`src/rtl/dxi_filter_arbiter.sv`:
```
// dxi_filter_arbiter: round-robin arbiter sharing one DXI filter between NUM_REQ requesters, one transaction in flight with timeout error response
module dxi_filter_arbiter #(
    parameter int NUM_REQ        = 4,
    parameter int TIMEOUT_CYCLES = 256,
    localparam int OW = $clog2(NUM_REQ),
    localparam int CW = $clog2(TIMEOUT_CYCLES)
) (
    input  logic                 i_clk,
    input  logic                 i_rstn,
    input  logic [NUM_REQ-1:0]   i_req_valid,
    input  logic [NUM_REQ*72-1:0] i_req_data,
    input  logic [NUM_REQ*2-1:0] i_req_cfg,
    output logic [NUM_REQ-1:0]   o_req_ready,
    output logic                 o_dxi_valid,
    output logic [71:0]          o_dxi_data,
    output logic [1:0]           o_config_select,
    input  logic                 i_dxi_ready,
    input  logic                 i_dxi_out_valid,
    input  logic [7:0]           i_master_data,
    output logic                 o_dxi_out_ready,
    output logic [NUM_REQ-1:0]   o_rsp_valid,
    output logic [7:0]           o_rsp_data,
    output logic                 o_rsp_err,
    input  logic [NUM_REQ-1:0]   i_rsp_ready,
    output logic                 o_busy,
    output logic [OW-1:0]        o_owner
);
    typedef enum logic [1:0] {IDLE, ISSUE, WAIT_RSP, DELIVER} state_t;
    state_t state;
    logic [OW-1:0] rr_ptr;
    logic [OW-1:0] gnt;
    logic gnt_ok;
    logic [CW-1:0] cnt;
    always_comb begin
        gnt_ok = 1'b0;
        gnt = '0;
        for (int i = NUM_REQ - 1; i >= 0; i--) begin
            if (i_req_valid[(int'(rr_ptr) + i) % NUM_REQ]) begin
                gnt_ok = 1'b1;
                gnt = OW'((int'(rr_ptr) + i) % NUM_REQ);
            end
        end
    end
    assign o_req_ready     = (state == IDLE && gnt_ok && i_rstn) ? NUM_REQ'(1) << gnt : '0;
    assign o_dxi_valid     = state == ISSUE;
    assign o_dxi_out_ready = state == WAIT_RSP;
    assign o_rsp_valid     = (state == DELIVER) ? NUM_REQ'(1) << o_owner : '0;
    assign o_busy          = state != IDLE;
    always_ff @(posedge i_clk) begin
        if (!i_rstn) begin
            state           <= IDLE;
            rr_ptr          <= '0;
            o_owner         <= '0;
            o_dxi_data      <= '0;
            o_config_select <= '0;
            o_rsp_data      <= '0;
            o_rsp_err       <= 1'b0;
            cnt             <= '0;
        end else begin
            case (state)
                IDLE: if (gnt_ok) begin
                    o_dxi_data      <= i_req_data[int'(gnt)*72 +: 72];
                    o_config_select <= i_req_cfg[int'(gnt)*2 +: 2];
                    o_owner         <= gnt;
                    state           <= ISSUE;
                end
                ISSUE: if (i_dxi_ready) begin
                    cnt   <= '0;
                    state <= WAIT_RSP;
                end
                WAIT_RSP: begin
                    cnt <= cnt + 1'b1;
                    if (i_dxi_out_valid) begin
                        o_rsp_data <= i_master_data;
                        o_rsp_err  <= 1'b0;
                        state      <= DELIVER;
                    end else if (cnt == CW'(TIMEOUT_CYCLES - 1)) begin
                        o_rsp_data <= '0;
                        o_rsp_err  <= 1'b1;
                        state      <= DELIVER;
                    end
                end
                DELIVER: if (i_rsp_ready[o_owner]) begin
                    rr_ptr <= (o_owner == OW'(NUM_REQ - 1)) ? '0 : o_owner + 1'b1;
                    state  <= IDLE;
                end
                default: state <= IDLE;
            endcase
        end
    end
endmodule

```
`config.mk`:
```
export PLATFORM = sky130hd
export DESIGN_NAME = dxi_filter_arbiter
export DESIGN_NICKNAME = d
export VERILOG_FILES = /design/src/rtl/dxi_filter_arbiter.sv
export SDC_FILE = /design/constraint.sdc
export NUM_CORES = 1
export LEC_CHECK = 0
export CAP_MARGIN = 20
export CORE_AREA = 2 2 159 161
export DETAILED_ROUTE_END_ITERATION = 7
export DIE_AREA = 0 0 161 163
export PLACE_DENSITY = 0.64
export SLEW_MARGIN = 40
export SYNTH_ARGS = -nofsm -noshare
export SYNTH_HDL_FRONTEND = slang
export SYNTH_SLANG_ARGS = --single-unit
```
`constraint.sdc`:
```
create_clock -name i_clk -period 3.38 [get_ports i_clk]
set_input_delay 1.014 -clock i_clk [delete_from_list [all_inputs] [get_ports i_clk]]
set_output_delay 1.014 -clock i_clk [all_outputs]
set_load 0.02 [all_outputs]
```
==> impl_metrics.csv <==
group,metric,value,unit
status,status,"completed",
global_routing,grt_pass1_vias,6750,
sta,drv_slew,0,
yosys,synth_edf_count,0,
sta,worstMarginPinSlew,0.730,ns
layout,seqCellArea,1940,µm²
yosys,synth_top_family_by_area,"compound AO/OA/AOI/OAI gates",
yosys,seq_area_frac_synth,32.6,%
sta,relSlewSlack,51.0,%
yosys,synth_seq_cells,97,
yosys,synthCells,715,
routing,vias_per_cell,4.72,
sta,period_share,98.9,%
layout,final_cell_area,10700,µm²
layout,antenna_cells,0,
worst_setup_path,path_buf_inv,2,
global_routing,antenna_found_initial,1,
layout,layout_common_cells,"clkdlybuf4s50_1, dfxtp_1, mux2i_1",
global_routing,grt_util_met2,32.7,%
worst_setup_path,end_kind,"primary output",
clock_tree,cts-htree-levels,3,
worst_setup_path,crit_arrival,2.33,ns
yosys,synthMuxAreaShare,14.2,%
worst_setup_path,required,2.37,ns
worst_setup_path,worst_path_largest_cell_delay,0.49,ns
clock_tree,postCtsHoldBufs,0,
clock_tree,cts_buffer_depth,2,
worst_setup_path,crit_chain,"clkdlybuf4s15_2, nor2b_1, or4b_4, and2_4, and2_2, buf_6",
floorplanning,io_pins,412,
clock_tree,cts_tree,"yes",
layout,fin_cells,1438,
placement,dp_hpwl,19100,µm
sta,hold_viol,0,
yosys,synth-simple-area-share,17.3,%
worst_hold_path,hp-class,"reg2reg",
power_and_ir_drop,power.leakage,4.24,nW
worst_setup_path,cp-start-kind,"primary input",
global_routing,use_met3,5.19,%
layout,finalNetCount,1428,
clock_tree,cts_root_buffer,"clkbuf_16",
yosys,yosys_warnings,0,
routing,vias,6783,
placement,placement.setup.worst_slack,-0.756,ns
routing,finalWirelength,25400,µm
global_routing,grt.overflow.total,0,
power_and_ir_drop,power_density,491,nW/µm²
routing,drc,0,
floorplanning,die_x,161,µm
yosys,async_flop_share,0,%
floorplanning,core_area,24700,µm²
placement,portBuffers,411,
sta,fmax,299,MHz
clock_tree,cts_buffers,9,
yosys,synth_area,5960,µm²
global_routing,top_usage_layer,"met2",
routing,drt_iter0_drc,427,
job,cap_violations,0,
yosys,synth_compound_area_share,27.1,%
global_routing,grt_first_pass_wirelength,38700,µm
clock_tree,cts.sinks,97,
layout,syn_to_final_growth,80.2,%
yosys,synthAdderAreaFrac,1.89,%
yosys,syn-num-nets,1040,
sta,holdWs,0.464,ns
yosys,yosysUniqueCellTypes,43,
routing,ant_nets,0,
sta,finalWorstSetupSlack,0.0365,ns
global_routing,grt_max_degree,99,
floorplanning,dieArea,26200,µm²
placement,dp.cells,1420,
worst_setup_path,worstPathMaxFanout,4,
sta,min_period,3.34,ns
placement,gp_congestion,0.764,
layout,multi_input_area,3680,µm²
clock_tree,clkLatencyLatePin,0.34,ns
layout,layout-drive-gt1-share,6.41,%
sta,rsz0062_at_grt,"false",
routing,firstDrtPassIters,5,
layout,fill_cells,2462,
yosys,synth_xor_area_share,0.882,%
sta,finalSetupViolations,0,
layout,final_common_cell,"clkdlybuf4s50_1",
worst_setup_path,crit_type,"in2out",
sta,skew,0.00800,ns
floorplanning,rows,58,
placement,placed_cell_area,10400,µm²
floorplanning,die_y,163,µm
worst_setup_path,path_delay_family,"simple AND/OR/NAND/NOR gates",
global_routing,grt_use_total,18.9,%
yosys,ys.flop_type,"dfxtp_1",
floorplanning,start_util,24.1,%
worst_setup_path,cp_slowest_cell,"or4b_4",
yosys,syn-mean-instance-area,8.33,µm²
clock_tree,clk_pin_slew_worst_paths,0.07,ns
global_routing,grt_use_met1,23.3,%
power_and_ir_drop,ir_drop,0.000254,V
routing,wl_per_cell,17.6,µm
## what timing repair did
item | CTS | global route
endpoints found under the hold margin | 0 | 0
setup endpoints to repair | 4 | 4
pin swaps | 5 | 4
buffers inserted | 2 | 0
resized for setup | 29 | 4
## cells by family (layout without fill, tap and decap cells)
group | after synthesis | count (layout)
flops | 97 | 97
fa+ha+maj | 9 | 9
compound gates | 236 | 236
xor+xnor | 6 | 6
buf+inv | 75 | 468
simple gates | 209 | 209
mux | 83 | 83
## stage by stage
step	setup TNS [ns]	util, %	total power, mW
5_1_grt	0	43.5	5.59
6_report	0	43.5	5.28
2_1_floorplan	-0.0847	-	2.86
3_5_place_dp	-3.00	42.2	4.20
3_3_place_gp	-2.74	42.2	4.18
4_1_cts	0	43.5	5.34
## power by group
part | internal, mW | switching (mW)
clock network | 0.607 | 0.509
registers | 1.45 | 0.168
logic | 1.26 | 1.29
total | 3.31 | 1.97
## worst min-delay path: stages, from the launching register on
cell and delay [ns]:
dfxtp_1 0.31, inv_1 0.05, a211oi_1 0.05
## synthesized netlist by cell type, types with 6 or more instances
library cell  count  share of area [%]
dfxtp_1          97                 33
mux2i_1          82                 14
nand2_1          81                5.1
and3_1           67                7.0
o211ai_1         67                8.4
o21ai_1          55                4.6
a21boi_0         51                6.4
clkbuf_1         49                3.1
nor2_1           25                1.6
a21boi_1         17                2.1
o21ai_0          16                1.3
nand3_1          12                1.0
buf_6             9                1.7
ha_1              9                1.9
a22oi_1           8                1.0
buf_2             8               0.67
inv_1             8               0.50
and2_1            7               0.74
o221ai_1          7                1.0
a21oi_1           6               0.50
## registers in the layout, summed over array words and instances (netlist names)
name	count
o_dxi_data	72
o_rsp_data	8
o_owner	2
rr_ptr	2
cnt	8
o_rsp_err	1
o_config_select	2
state	2
## final cells by class
type,instances,share of cell area [%]
tap,330,3.85
inverter,9,0.315
multi-input combinational,543,34.3
clock buffer,10,2.23
clock inverter,6,0.676
sequential,97,18.1
timing repair buffer,443,40.5
## layer usage
| layer | routed length, µm | part of all wire [%] |
|---|---|---|
| met1 | 10900 | 43 |
| met2 | 12200 | 48 |
| met3 | 1830 | 7.2 |
| met4 | 413 | 1.6 |
| met5 | 13 | 0.051 |
## worst paths after layout
| kind | endpoint | slack (ns) | cells past startpoint | startpoint |
|---|---|---|---|---|
| max | o_req_ready[2] | 0.04 | 6 | i_req_valid[0] |
| min | o_rsp_err$_SDFFE_PN0P_ | 0.46 | 2 | o_rsp_err$_SDFFE_PN0P_ |
| max reg2reg | o_dxi_data[25]$_SDFFE_PN0P_ | 1.08 | 8 | rr_ptr[0]$_SDFFE_PN0P_ |
| min reg2reg | o_rsp_err$_SDFFE_PN0P_ | 0.46 | 2 | o_rsp_err$_SDFFE_PN0P_ |
Power figures use the tool's default switching activity.
